File: config.mk
export PLATFORM = sky130hd
export DESIGN_NAME = asynchronous_fifo_flat
export DESIGN_NICKNAME = d
export VERILOG_FILES = /design/src/rtl/asynchronous_fifo_if.sv /design/src/rtl/asynchronous_fifo.sv /design/src/flat_wrapper.sv
export SDC_FILE = /design/constraint.sdc
export NUM_CORES = 1
export LEC_CHECK = 0
export CAP_MARGIN = 20
export CORE_ASPECT_RATIO = 1.1
export CORE_UTILIZATION = 53
export DETAILED_ROUTE_END_ITERATION = 16
export PLACE_DENSITY = 0.71
export SETUP_SLACK_MARGIN = 0.05
export SLEW_MARGIN = 30
export SYNTH_ARGS = -nofsm -noshare
export SYNTH_HDL_FRONTEND = slang
export SYNTH_SLANG_ARGS = --single-unit
File: constraint.sdc
create_clock -name wr_clk -period 3.85 [get_ports wr_clk]
set_input_delay 1.155 -clock wr_clk [delete_from_list [all_inputs] [get_ports wr_clk]]
set_output_delay 1.155 -clock wr_clk [all_outputs]
set_load 0.01 [all_outputs]
File: src/rtl/asynchronous_fifo_if.sv
// Handshake and status bundle between a producer/consumer (master) and the FIFO (slave).
interface asynchronous_fifo_if #(
  parameter int DATA_WIDTH = 8
);
  logic                  wr_enb;
  logic                  rd_enb;
  logic [DATA_WIDTH-1:0] input_data;
  logic [DATA_WIDTH-1:0] output_data;
  logic                  full;
  logic                  almost_full;
  logic                  half_full;
  logic                  almost_empty;
  logic                  empty;

  modport master (
    output wr_enb, rd_enb, input_data,
    input  output_data, full, almost_full, half_full, almost_empty, empty
  );

  modport slave (
    input  wr_enb, rd_enb, input_data,
    output output_data, full, almost_full, half_full, almost_empty, empty
  );
endinterface

File: src/rtl/asynchronous_fifo.sv
// Single-clock FIFO with wrap-bit pointers, registered read data and fill-level flags.
module asynchronous_fifo #(
  parameter int DATA_WIDTH = 8,
  parameter int DEPTH      = 16,
  parameter int ADDR_WIDTH = 4
) (
  input  logic               wr_clk,
  input  logic               rstn,
  asynchronous_fifo_if.slave bus
);

  localparam logic [ADDR_WIDTH:0] LVL_ONE  = (ADDR_WIDTH+1)'(1);
  localparam logic [ADDR_WIDTH:0] LVL_AF   = (ADDR_WIDTH+1)'(DEPTH-1);
  localparam logic [ADDR_WIDTH:0] LVL_HALF = (ADDR_WIDTH+1)'(DEPTH/2);

  logic [DATA_WIDTH-1:0] mem [DEPTH];
  logic [ADDR_WIDTH:0]   wr_ptr;
  logic [ADDR_WIDTH:0]   rd_ptr;
  logic [ADDR_WIDTH:0]   level;
  logic                  empty_c;
  logic                  full_c;
  logic                  wr_acc_p0;
  logic                  rd_acc_p0;
  logic [DATA_WIDTH-1:0] rd_data_p1;

  // The wrap bit makes full and empty distinguishable when the address bits match.
  assign level   = wr_ptr - rd_ptr;
  assign empty_c = (wr_ptr == rd_ptr);
  assign full_c  = (wr_ptr[ADDR_WIDTH-1:0] == rd_ptr[ADDR_WIDTH-1:0]) &&
                   (wr_ptr[ADDR_WIDTH] != rd_ptr[ADDR_WIDTH]);

  assign wr_acc_p0 = bus.wr_enb && !full_c;
  assign rd_acc_p0 = bus.rd_enb && !empty_c;

  // Stage p0 -> p1: storage write, pointer advance and registered read data.
  always_ff @(posedge wr_clk) begin
    if (wr_acc_p0) begin
      mem[wr_ptr[ADDR_WIDTH-1:0]] <= bus.input_data;
    end
  end

  always_ff @(posedge wr_clk or negedge rstn) begin
    if (!rstn) begin
      wr_ptr     <= '0;
      rd_ptr     <= '0;
      rd_data_p1 <= '0;
    end else begin
      if (wr_acc_p0) begin
        wr_ptr <= wr_ptr + 1'b1;
      end
      if (rd_acc_p0) begin
        rd_data_p1 <= mem[rd_ptr[ADDR_WIDTH-1:0]];
        rd_ptr     <= rd_ptr + 1'b1;
      end
    end
  end

  assign bus.output_data  = rd_data_p1;
  assign bus.empty        = empty_c;
  assign bus.full         = full_c;
  assign bus.almost_full  = (level == LVL_AF);
  assign bus.half_full    = (level >= LVL_HALF);
  assign bus.almost_empty = (level == LVL_ONE);

endmodule

File: src/flat_wrapper.sv
// flat-port wrapper written by rule: the top's interface ports become plain ports
module asynchronous_fifo_flat 
#(
  parameter int DATA_WIDTH = 8,
  parameter int DEPTH      = 16,
  parameter int ADDR_WIDTH = 4
)
  (wr_clk, rstn, bus_wr_enb, bus_rd_enb, bus_input_data, bus_output_data, bus_full, bus_almost_full, bus_half_full, bus_almost_empty, bus_empty);
  asynchronous_fifo_if #(.DATA_WIDTH(DATA_WIDTH)) bus_i ();
  input  logic wr_clk;
  input  logic rstn;
  input wire logic [$bits(bus_i.wr_enb)-1:0] bus_wr_enb;
  input wire logic [$bits(bus_i.rd_enb)-1:0] bus_rd_enb;
  input wire logic [$bits(bus_i.input_data)-1:0] bus_input_data;
  output wire logic [$bits(bus_i.output_data)-1:0] bus_output_data;
  output wire logic [$bits(bus_i.full)-1:0] bus_full;
  output wire logic [$bits(bus_i.almost_full)-1:0] bus_almost_full;
  output wire logic [$bits(bus_i.half_full)-1:0] bus_half_full;
  output wire logic [$bits(bus_i.almost_empty)-1:0] bus_almost_empty;
  output wire logic [$bits(bus_i.empty)-1:0] bus_empty;
  assign bus_i.wr_enb = bus_wr_enb;
  assign bus_i.rd_enb = bus_rd_enb;
  assign bus_i.input_data = bus_input_data;
  assign bus_output_data = bus_i.output_data;
  assign bus_full = bus_i.full;
  assign bus_almost_full = bus_i.almost_full;
  assign bus_half_full = bus_i.half_full;
  assign bus_almost_empty = bus_i.almost_empty;
  assign bus_empty = bus_i.empty;
  asynchronous_fifo #(.DATA_WIDTH(DATA_WIDTH), .DEPTH(DEPTH), .ADDR_WIDTH(ADDR_WIDTH)) u_core (.wr_clk(wr_clk), .rstn(rstn), .bus(bus_i));
endmodule
## Word-level counts from Yosys, hierarchy flattened

Memories as Yosys holds them, arrays and structs flattened. A register that Yosys moved wholly into a read port is not among the register bits.
Index checks and enable logic that the tools add are counted.

| operators by class | value |
|---|---|
| magnitude comparators | 1 |
| $add $sub $neg | 3 |
| eq/ne operators | 5 |
| multiplexer cells | 2 |
| reduce and logical (&&, ||, !) cells | 6 |

Operators by type and width:

| operator | number |
|---|---|
| 5-bit by 1-bit adder with 5-bit output (second input constant) | 2 |
| 5-bit by 1-bit == test with 1-bit output (second input constant) | 1 |
| 5-bit by 4-bit == test with 1-bit output (second input constant) | 1 |
| 5-bit == test | 1 |
| 5-bit by 4-bit >= comparator with 1-bit output (second input constant) | 1 |
| 5-bit subtractor | 1 |
| 4-bit == test | 1 |
| 1-bit logical AND | 3 |
| 1-bit logical NOT | 3 |
| 1-bit 2-to-1 mux | 2 |
| 1-bit != test | 1 |

| storage, ports and cells | value |
|---|---|
| RAM bits | 128 |
| register bits after elaboration | 10 |
| bits of input ports | 12 |
| memories kept | 1 |

Memories:

| memory | words | width | rd ports | clocked after memory_dff | wr ports | line | RTL |
|---|---|---|---|---|---|---|---|
| u_core.mem | 16 | 8 | 1 | 1 | 1 | asynchronous_fifo.sv:16 | `logic [DATA_WIDTH-1:0] mem [DEPTH];` |

## Logic depth before layout (Yosys ltp)

Gate-level depths: netlist of the first run.

| depth | value |
|---|---|
| depth in word-level cells | 6 |
| depth in mapped cells | 10 |
| gate-level depth less buffers | 7 |

## Worst setup path before layout of the first run

Ideal clock, no wire load.

| timing | value |
|---|---|
| kind | register -> output |
| start | reg u_core.rd_ptr[1] |
| end | out bus_almost_empty |
| arrival | 2357 ps |
| cell stages (with the launch flop) | 10 |
| slack | 338 ps |
| path buffers | 3 |
| path through | dfrtp_1 buf_2 buf_6 buf_4 inv_1 ha_1 nor2b_1 o21a_1 or3_1 a221oi_1 |

| between the ends | value |
|---|---|
| word-level cells in the longest chain between the ends | 2 |

Ends and longest elaborated chain:

| what | line | RTL |
|---|---|---|
| from (decl) | asynchronous_fifo.sv:18 | `logic [ADDR_WIDTH:0] rd_ptr;` |
| from (signal assigned) | asynchronous_fifo.sv:53 | `rd_ptr <= rd_ptr + 1'b1;` |
| 5-bit subtractor | asynchronous_fifo.sv:27 | `assign level = wr_ptr - rd_ptr;` |
| 5-bit by 1-bit == test with 1-bit output | asynchronous_fifo.sv:63 | `assign bus.almost_empty = (level == LVL_ONE);` |
| to (decl) | flat_wrapper.sv:19 | `output wire logic [$bits(bus_i.almost_empty)-1:0] bus_almost_empty;` |

Every way passes these cells.

## Worst setup path after layout of the first run

| timing | value |
|---|---|
| start | reg u_core.wr_ptr[0] |
| end | out bus_almost_empty |

| between the ends | value |
|---|---|
| word-level cells in the longest chain between the ends | 2 |

Ends and longest elaborated chain:

| what | line | RTL |
|---|---|---|
| from (decl) | asynchronous_fifo.sv:17 | `logic [ADDR_WIDTH:0] wr_ptr;` |
| from (signal assigned) | asynchronous_fifo.sv:49 | `wr_ptr <= wr_ptr + 1'b1;` |
| 5-bit subtractor | asynchronous_fifo.sv:27 |  |
| 5-bit by 1-bit == test with 1-bit output | asynchronous_fifo.sv:63 |  |

Every way passes these cells.

==> results of run 1 <==
==> power by group through the flow <==
stage	clock [mW]	combinational, mW	sequential [mW]
after floorplan	0	1.29	2.10
after global routing	1.79	2.02	2.09
after CTS	1.72	1.85	2.07
final	1.71	1.85	2.07
after detailed placement	0	1.85	2.10
after global placement	0	1.81	2.08
==> layout by cell type, fill, tap and decap left out, drive strengths merged, types with 2 or more instances in the layout <==
master and count:
or3 3, a31oi 8, mux4 16, nor2 23, nand2 4, nand3 2
edfxtp 128, ha 9, clkdlybuf4s50 21, clkbuf 23, xor2 3, clkinv 4
buf 14, bufinv 4, xnor2 8, dfrtp 18, nor2b 3, and2 4
nand3b 3, inv 10, clkinvlp 2, o21a 5, o21ai 5, mux2i 32
nor4 4, a22oi 8, and3 4, o22ai 16, nand4 5
==> worst paths after layout <==
check / from / endpoint / slack, ns
setup / recovery: u_core.wr_ptr[0]$_DFFE_PN0P_ / bus_almost_empty / 0.16
max in group asynchronous: rstn / u_core.rd_ptr[1]$_DFFE_PN0P_ / 2.09
min in group asynchronous: rstn / u_core.wr_ptr[2]$_DFFE_PN0P_ / 1.21
hold reg to reg: u_core.rd_ptr[4]$_DFFE_PN0P_ / u_core.rd_ptr[4]$_DFFE_PN0P_ / 0.53
setup reg to reg: u_core.rd_ptr[1]$_DFFE_PN0P_ / u_core.mem[4][1]$_DFFE_PP_ / 1.46
hold / removal: u_core.rd_ptr[4]$_DFFE_PN0P_ / u_core.rd_ptr[4]$_DFFE_PN0P_ / 0.53
==> state kept, by name (all words and copies together), names as in the netlist <==
register / cells
u_core.mem: 128
u_core.bus.output_data: 8
u_core.rd_ptr: 5
u_core.wr_ptr: 5
==> per-stage QoR <==
step / cell area [sq um] / cells / power (mW) / utilization, %
after global routing: 7020 / 545 / 5.90 / 64.0
after global placement: 6390 / 513 / 3.89 / 58.3
after CTS: 7010 / 545 / 5.64 / 64.0
after detailed placement: 6390 / 513 / 3.94 / 58.3
final: 7020 / 545 / 5.63 / 64.0
after floorplan: 5960 / 344 / 3.38 / -
==> logic make-up (layout without fill, tap and decap cells) <==
| group | after synthesis | in the layout | share of synthesized area [%] |
|---|---|---|---|
| DFF | 146 | 146 | 72.0 |
| buffers and inverters | 26 | 80 | 2.33 |
| adders and majority gates | 10 | 10 | 2.22 |
| muxes | 48 | 48 | 11.4 |
| AOI/OAI and AO/OA | 45 | 45 | 5.33 |
| and+or+nand+nor | 58 | 58 | 5.10 |
| xor gates and xnor gates | 11 | 11 | 1.62 |
==> layer usage <==
layer / global-route usage (%) / part of all wire, % / up-vias
li1: - / - / 1448
met5: 0 / 0 / -
met3: 6.24 / 6.6 / 14
met2: 36.9 / 50 / 135
met1: 30.5 / 42 / 1586
met4: 9.01 / 1.8 / 0
==> critical path, delay by kind of cell (launching register included) <==
family	cells	cell delay, ns
AOI/OAI and AO/OA	2	0.48
and+or+nand+nor	2	0.41
DFF	1	0.41
buffers and inverters	2	0.39
adders and majority gates	2	0.43
==> cell type report <==
type | count | area [sq um]
inverter | 10 | 37.5
clock buffer | 22 | 464
sequential | 146 | 4300
tap | 147 | 184
timing repair buffer | 38 | 342
fill | 737 | 3940
clock inverter | 10 | 158
multi-input combinational | 172 | 1540
==> timing repair <==
| action | in CTS | in global routing |
|---|---|---|
| cloned | 0 | 0 |
| resized for setup | 3 | 7 |
| setup buffers | 0 | 0 |
| endpoints found under the setup margin | 3 | 3 |
| endpoints found under the hold margin | 0 | 0 |
==> results.py, run 1 <==
metrics = {
    "cts": {
        "cts-htree-levels": 4,
        "tritoncts": "done",
        "numCtsBuffers": 17,
        "clockBufferDepth": 2,
        "clk_pin_slew_ns": 0.06,
        "root_buffer": "clkbuf_16",
        "cts_sinks": 146,
        "clk-insertion-delay-late_ns": 0.42,
        "hold_buffers": 0,
    },
    "worst_setup_path": {
        "endpoint_kind": "output port",
        "required_ns": 2.69,
        "worstRegToRegCells": 6,
        "path_cells": "inv_2, ha_1, fa_2, nor2b_1, o21a_1, or3_4, a221oi_1, dlygate4sd1_1",
        "critical-path-max-stage-delay_ns": 0.41,
        "critPathKind": "reg -> out",
        "cp.arrival_ns": 2.53,
        "crit_slowest_cell": "dfrtp_1",
        "crit_fanout": 4,
        "cp-start-kind": "flop",
    },
    "detailed_routing": {
        "via_per_inst": 5.84,
        "wl_per_cell_microns": 22.4,
        "drcViolationCount": 0,
        "num_vias": 3183,
        "dr.pass1.iters": 4,
        "postRouteAntennaNets": 0,
        "drt-initial-drc-count": 324,
        "drt-total-wl_microns": 12200,
    },
    "timing": {
        "whs_ns": 0.531,
        "final.min_clock_period_ns": 3.69,
        "fin_ws_ns": 0.165,
        "worst_slew_pin_slew_ns": 0.810,
        "rsz0062_at_grt": "false",
        "post-route-period-util_pct": 95.7,
        "fin_tns_setup_ns": 0,
        "slew_headroom_pct": 45.9,
        "skew_ns": 0.00654,
        "slew_viol_final": 0,
        "hold_viol": 0,
        "clock.fmax_mhz": 271,
        "setup_violations": 0,
    },
    "hold_path": {
        "hold_path_depth": 1,
        "hp-class": "reg -> reg",
    },
    "synthesis": {
        "synth.avg_cell_area_sq_um": 17.3,
        "syn_nets": 366,
        "ys_seq_area_share_pct": 72.0,
        "netlist.area_leader.share_pct": 64.4,
        "synth_commonest_cells": "edfxtp_1 (128), mux2i_1 (32), nor2_1 (23), dfrtp_1 (18)",
        "yosys_warnings": 0,
        "syn_area_sq_um": 5960,
        "synth-edff-count": 128,
        "ys_ff_latch": 146,
        "synth_async_sr_flop_share_pct": 12.3,
        "synthFlopType": "edfxtp_1",
        "yosysTopAreaCell": "edfxtp_1",
        "synthCells": 344,
        "synth.top_cells.by_area": "edfxtp_1 (64%), dfrtp_1 (7.6%), mux4_2 (6.0%), mux2i_1 (5.4%), ha_1 (1.9%)",
        "yosysMostFrequentCell": "edfxtp_1",
        "synth_cell_types": 37,
    },
    "cells_and_area": {
        "fin_nets": 407,
        "area_growth_pct": 17.7,
        "drive_gt1_share_pct": 16.3,
        "num_antenna_cells": 0,
    },
    "die": {
        "coreArea_sq_um": 11000,
        "start_util_pct": 54.4,
        "fp.dieH_microns": 113,
        "die-area_sq_um": 11700,
        "io_pins": 25,
        "rows": 40,
        "fp.dieW_microns": 103,
    },
    "power_and_ir_drop": {
        "internal_power_mw": 3.88,
        "pwr-share-comb_pct": 32.9,
        "power_frac_clock_pct": 30.4,
        "total_leakage_power_nw": 2.43,
        "ir_worst_vdd_uv": 500,
        "p_per_area_nw_per_um2": 803,
        "switching_share_pct": 31.0,
        "seq_power_share_pct": 36.7,
        "switching_power_mw": 1.75,
    },
    "status": {
        "status": "complete, no violations",
    },
    "placed_design": {
        "gp_congestion": 0.841,
        "place_hpwl_microns": 7540,
        "portBuffers": 24,
        "dp_slack_ns": 0.153,
    },
    "grt": {
        "grt_pass1_vias": 3225,
        "grt_pass1_wl_microns": 18400,
        "overflow": 0,
        "grt_start_max_net_pins": 37,
        "antenna_found_initial": 0,
        "grt_usage_pct": 23.2,
    },
    "flow_run": {
        "drv_cap": 0,
    },
}
Power figures use the tool's default switching activity.
==> run 2, diff against run 1 <==
- CELL_PAD_IN_SITES_DETAIL_PLACEMENT: not set -> 0
- CELL_PAD_IN_SITES_GLOBAL_PLACEMENT: not set -> 1
- CORE_UTILIZATION: 53 -> 52
- HOLD_SLACK_MARGIN: not set -> 0.02
- PLACE_DENSITY: 0.71 -> not set
- PLACE_DENSITY_LB_ADDON: not set -> 0.1
==> run 2 against run 1 <==
Net effect:
- cell count rose by 0.18%
- utilization fell by 0.82 points
- register-to-register slack got worse by 0.26 ns
- die area rose by 1.9%
- first-iteration DRC count fell by 45%
- clock-buffer cell count fell by 2
- sequential share of layout area rose by 0.23 points
- critical path depth fell by 1
- setup slack got worse by 0.077 ns
- via count fell by 1.6%
- largest cell class unchanged
- largest power group unchanged
==> results.py, run 2 (synthesized netlist as in run 1, its figures left out) <==
metrics = {
    "worst_setup_path": {
        "required_ns": 2.69,
        "cp.depth": 7,
        "critical-path-max-stage-delay_ns": 0.41,
        "endpoint_kind": "output port",
        "path_cells": "inv_2, ha_1, fa_1, xor2_1, or3_1, a2111oi_4, dlygate4sd2_1",
        "path_delay_family": "adder cells",
        "cp-start-kind": "flop",
        "worstRegToRegCells": 6,
        "r2r-end": "u_core.mem[5][3]$_DFFE_PP_",
        "crit_fanout": 4,
        "cp_num_buf_inv": 2,
        "cp.arrival_ns": 2.61,
        "critPathKind": "reg -> out",
        "rr_startpoint": "u_core.rd_ptr[3]$_DFFE_PN0P_",
        "crit_slowest_cell": "fa_1",
        "r2r_slack_ns": 1.20,
    },
    "die": {
        "io_pins": 25,
        "start_util_pct": 53.9,
        "fp.dieH_microns": 114,
        "fp.dieW_microns": 104,
        "die-area_sq_um": 11900,
        "coreArea_sq_um": 11100,
        "rows": 40,
    },
    "detailed_routing": {
        "drt-initial-drc-count": 178,
        "dr.pass1.iters": 6,
        "via_per_inst": 5.74,
        "wl_per_cell_microns": 22.1,
        "postRouteAntennaNets": 0,
        "drcViolationCount": 0,
        "num_vias": 3133,
        "drt-total-wl_microns": 12100,
    },
    "timing": {
        "slew_viol_final": 0,
        "rsz0062_at_grt": "true",
        "hold_viol": 0,
        "worst_slew_pin_slew_ns": 0.877,
        "skew_ns": 0.00527,
        "fin_tns_setup_ns": 0,
        "final.min_clock_period_ns": 3.76,
        "fin_ws_ns": 0.0883,
        "post-route-period-util_pct": 97.7,
        "clock.fmax_mhz": 266,
        "slew_headroom_pct": 41.5,
        "setup_violations": 0,
    },
    "grt": {
        "overflow": 0,
        "grt_usage_pct": 22.1,
        "grt_start_max_net_pins": 49,
        "grt_pass1_vias": 3144,
        "antenna_found_initial": 0,
        "grt_pass1_wl_microns": 18200,
    },
    "placed_design": {
        "gp_congestion": 0.826,
        "dp_slack_ns": 0.121,
        "portBuffers": 24,
        "place_hpwl_microns": 7510,
    },
    "hold_path": {
        "hold_end": "u_core.rd_ptr[4]$_DFFE_PN0P_",
        "hold_path_depth": 1,
        "min_from": "u_core.rd_ptr[4]$_DFFE_PN0P_",
        "hp-class": "reg -> reg",
    },
    "cts": {
        "root_buffer": "clkbuf_16",
        "clk_pin_slew_ns": 0.06,
        "tritoncts": "done",
        "cts_sinks": 146,
        "cts-htree-levels": 4,
        "numCtsBuffers": 17,
        "clk-insertion-delay-late_ns": 0.41,
        "hold_buffers": 0,
        "clockBufferDepth": 2,
    },
    "cells_and_area": {
        "fin_nets": 408,
        "final_cell_mix": "edfxtp_1 (128), mux2i_1 (32), nor2_1 (23), clkdlybuf4s50_1 (20)",
        "largest_reg_flops": 128,
        "drive_gt1_share_pct": 16.0,
        "final_common_cell": "edfxtp_1",
        "num_antenna_cells": 0,
        "area_growth_pct": 17.2,
    },
    "status": {
        "status": "complete, no violations",
    },
    "power_and_ir_drop": {
        "total_leakage_power_nw": 2.42,
        "p_per_area_nw_per_um2": 790,
        "ir_worst_vdd_uv": 502,
    },
    "flow_run": {
        "drv_cap": 0,
    },
}
## run 2: changes by cell type in the layout (fill, tap and decap cells not counted), moves of 2 or more
cell / change
clkbuf_8: -2
clkinv_1: +3
dlygate4sd2_1: +2
nor4_1: -3
nor4_2: +3
## run 2: timing repair
item / 4_1_cts / 5_1_grt
gates cloned: 0 / 0
gates resized for setup: 3 / 1
setup endpoints to repair: 3 / 3
buffers inserted: 0 / 3
## run 2: worst max-delay path by stage
| stage | from | to |
|---|---|---|
| after floorplan | u_core.rd_ptr[1]$_DFFE_PN0P_ | bus_almost_empty |
| after global placement | u_core.wr_ptr[0]$_DFFE_PN0P_ | bus_almost_full |
| after detailed placement | u_core.wr_ptr[0]$_DFFE_PN0P_ | bus_almost_full |
| after CTS | u_core.wr_ptr[0]$_DFFE_PN0P_ | bus_almost_full |
| after global routing | u_core.wr_ptr[0]$_DFFE_PN0P_ | bus_almost_full |
| final | u_core.wr_ptr[0]$_DFFE_PN0P_ | bus_almost_full |
## run 2: metrics by stage
step / area [sq um] / hold WS [ns] / instances / util [%] / total power [mW]
floorplan: 5960 / 0.502 / 344 / - / 3.38
global placement: 6400 / 0.520 / 511 / 57.8 / 3.92
detailed placement: 6400 / 0.524 / 511 / 57.8 / 3.95
CTS: 6970 / 0.532 / 543 / 63.0 / 5.55
global route: 6990 / 0.553 / 546 / 63.2 / 5.78
finish: 6990 / 0.530 / 546 / 63.2 / 5.52
## run 2: routing by layer
metal	up-vias	part of all wire (%)	track usage (%)
met5	-	0	0
met1	1570	46	30.4
li1	1443	-	-
met4	0	3.0	11.0
met3	22	5.5	6.15
met2	98	46	32.8
## run 2: worst reg2reg max path, delay by kind of cell (launching register included)
| family | cells | cell delay (ns) |
|---|---|---|
| fa+ha+maj | 1 | 0.36 |
| simple gates | 3 | 1.10 |
| buf+inv | 1 | 0.08 |
| flops | 1 | 0.50 |
| compound gates | 1 | 0.24 |
## run 2: power by group
group          total (mW)  leakage (nW)  internal [mW]  switching, mW
Sequential           2.08          1.36           1.97          0.109
Combinational        1.85         0.776          0.808           1.04
Clock                1.60         0.278           1.01          0.592
## run 2: area by class of cell
type,instances,area (sq um)
clock buffer,20,437
clock inverter,12,140
timing repair buffer,39,348
tap,147,184
sequential,146,4300
inverter,10,37.5
multi-input combinational,172,1550
fill,797,4070
==> run 3, diff against run 2 <==
- CORE_MARGIN: not set -> 5
- HOLD_SLACK_MARGIN: 0.02 -> not set
- SETUP_SLACK_MARGIN: 0.05 -> not set
==> run 3 against run 2 <==
Net effect:
- setup slack improved by 0.0031 ns
- flip-flop and latch count did not move
- critical path depth rose by 1
- via count is 0.54% higher
- hold slack lost 0.0018 ns
- register-to-register slack gained 0.03 ns
- sequential power hardly changed
- clock skew up 0.0065 ns
- utilization shrank 1.2 points
==> results.py, run 3 (synthesized netlist as in run 1, its figures left out) <==
metrics = {
    "worst_setup_path": {
        "cp.arrival_ns": 2.60,
        "crit_fanout": 4,
        "cp-start-kind": "flop",
        "path_delay_family": "buffers and inverters",
        "crit_slowest_cell": "clkdlybuf4s50_1",
        "critical-path-max-stage-delay_ns": 0.47,
        "path_cells": "inv_2, ha_2, fa_2, nor2b_1, o21a_1, or3_4, a22o_1, clkdlybuf4s50_1",
        "endpoint_kind": "output port",
        "critPathKind": "reg -> out",
        "required_ns": 2.69,
        "cp_num_buf_inv": 2,
    },
    "grt": {
        "grt_pass1_wl_microns": 19100,
        "grt_pass1_vias": 3213,
        "overflow": 0,
        "grt_start_max_net_pins": 51,
        "antenna_found_initial": 0,
        "grt_usage_pct": 19.5,
    },
    "flow_run": {
        "drv_cap": 0,
    },
    "power_and_ir_drop": {
        "internal_power_mw": 3.90,
        "seq_power_share_pct": 36.7,
        "ir_worst_vdd_uv": 401,
        "total_leakage_power_nw": 2.43,
        "finalPower_mw": 5.65,
        "power_frac_clock_pct": 30.4,
        "p_per_area_nw_per_um2": 804,
        "switching_power_mw": 1.75,
        "pwr-share-comb_pct": 32.9,
        "switching_share_pct": 31.0,
    },
    "cells_and_area": {
        "fin_nets": 407,
        "num_antenna_cells": 0,
        "final_cell_mix": "edfxtp_1 (128), mux2i_1 (32), nor2_1 (23), clkdlybuf4s50_1 (21)",
        "drive_gt1_share_pct": 16.8,
        "area_growth_pct": 17.8,
        "fin_area_sq_um": 7030,
        "largest_reg_flops": 128,
        "final_common_cell": "edfxtp_1",
    },
    "die": {
        "coreArea_sq_um": 11300,
        "start_util_pct": 52.6,
        "rows": 41,
        "die-area_sq_um": 13700,
        "fp.dieW_microns": 112,
        "io_pins": 25,
        "fp.dieH_microns": 122,
    },
    "placed_design": {
        "gp_congestion": 0.836,
        "place_hpwl_microns": 7870,
        "portBuffers": 24,
        "placed_area_sq_um": 6400,
    },
    "timing": {
        "post-route-period-util_pct": 97.6,
        "final.min_clock_period_ns": 3.76,
        "worst_slew_pin_slew_ns": 0.933,
        "hold_viol": 0,
        "skew_ns": 0.0118,
        "rsz0062_at_grt": "false",
        "slew_viol_final": 0,
        "clock.fmax_mhz": 266,
        "setup_violations": 0,
        "fin_tns_setup_ns": 0,
        "slew_headroom_pct": 37.8,
    },
    "detailed_routing": {
        "wl_per_cell_microns": 22.6,
        "drt-initial-drc-count": 229,
        "drt-total-wl_microns": 12400,
        "postRouteAntennaNets": 0,
        "drcViolationCount": 0,
        "via_per_inst": 5.75,
        "num_vias": 3150,
        "dr.pass1.iters": 5,
    },
    "cts": {
        "cts_sinks": 146,
        "numCtsBuffers": 17,
        "cts-htree-levels": 4,
        "clk_pin_slew_ns": 0.06,
        "clk-insertion-delay-late_ns": 0.42,
        "tritoncts": "done",
        "hold_buffers": 0,
        "clockBufferDepth": 2,
        "root_buffer": "clkbuf_16",
    },
    "status": {
        "status": "complete, no violations",
    },
    "hold_path": {
        "hp-class": "reg -> reg",
    },
}
[run 3: cell types whose count changed in the layout (fill, tap and decap cells not counted), sizes merged]
| cell | change |
|---|---|
| clkbuf | +5 |
| clkinv | -5 |
| buf | -1 |
| bufinv | +1 |
| clkdlybuf4s50 | +1 |
| dlygate4sd2 | -1 |
| dlymetal6s2s | -1 |
[run 3: worst paths after layout]
path	endpoint	cells after the start	startpoint	slack [ns]
min in group asynchronous	u_core.rd_ptr[2]$_DFFE_PN0P_	1	rstn	0.68
hold reg to reg	u_core.rd_ptr[4]$_DFFE_PN0P_	1	u_core.rd_ptr[4]$_DFFE_PN0P_	0.53
max in group asynchronous	u_core.rd_ptr[1]$_DFFE_PN0P_	1	rstn	2.83
setup reg to reg	u_core.mem[4][0]$_DFFE_PP_	6	u_core.rd_ptr[3]$_DFFE_PN0P_	1.23
setup / recovery	bus_half_full	8	u_core.wr_ptr[0]$_DFFE_PN0P_	0.09
hold / removal	u_core.rd_ptr[4]$_DFFE_PN0P_	1	u_core.rd_ptr[4]$_DFFE_PN0P_	0.53
[run 3: worst register-to-register path, cell delays in order (launching register included)]
cell     delay (ns)
dfrtp_1        0.49
inv_1          0.08
ha_1           0.36
nand4_1        0.22
o21ai_1        0.21
nor3b_1        0.37
and2_1         0.51
[run 3: stage by stage]
step                      worst slack (ns)  utilization [%]  std cells  hold WS (ns)
after floorplan                      0.338                -        344         0.502
after CTS                          0.00438             61.9        547         0.531
final                               0.0914             62.0        548         0.529
after global placement               0.185             56.4        515         0.517
after detailed placement             0.104             56.4        515         0.519
after global routing               0.00107             62.0        548         0.566
[run 3: power by group through the flow]
stage               clock (mW)  combinational (mW)  sequential (mW)
detailed placement           0                1.85             2.11
floorplan                    0                1.29             2.10
finish                    1.72                1.86             2.08
CTS                       1.74                1.86             2.08
global placement             0                1.83             2.09
global route              1.82                2.02             2.10
[run 3: timing repair]
action	CTS	global route
endpoints found under the setup margin	3	2
resized for setup	4	4
buffers inserted	0	1
[run 3: final cells by class]
cell class	count	area, sq um
multi-input combinational	172	1550
clock inverter	8	154
clock buffer	24	472
inverter	10	37.5
sequential	146	4300
timing repair buffer	38	334
tap	150	188
fill	816	4310
[run 3: layer usage]
| metal | track usage [%] | routed length (microns) | vias to the layer above |
|---|---|---|---|
| met5 | 0 | 0 | - |
| met4 | 7.06 | 243 | 0 |
| met3 | 5.47 | 536 | 19 |
| met2 | 31.1 | 6070 | 82 |
| met1 | 26.0 | 5530 | 1607 |
| li1 | - | - | 1442 |
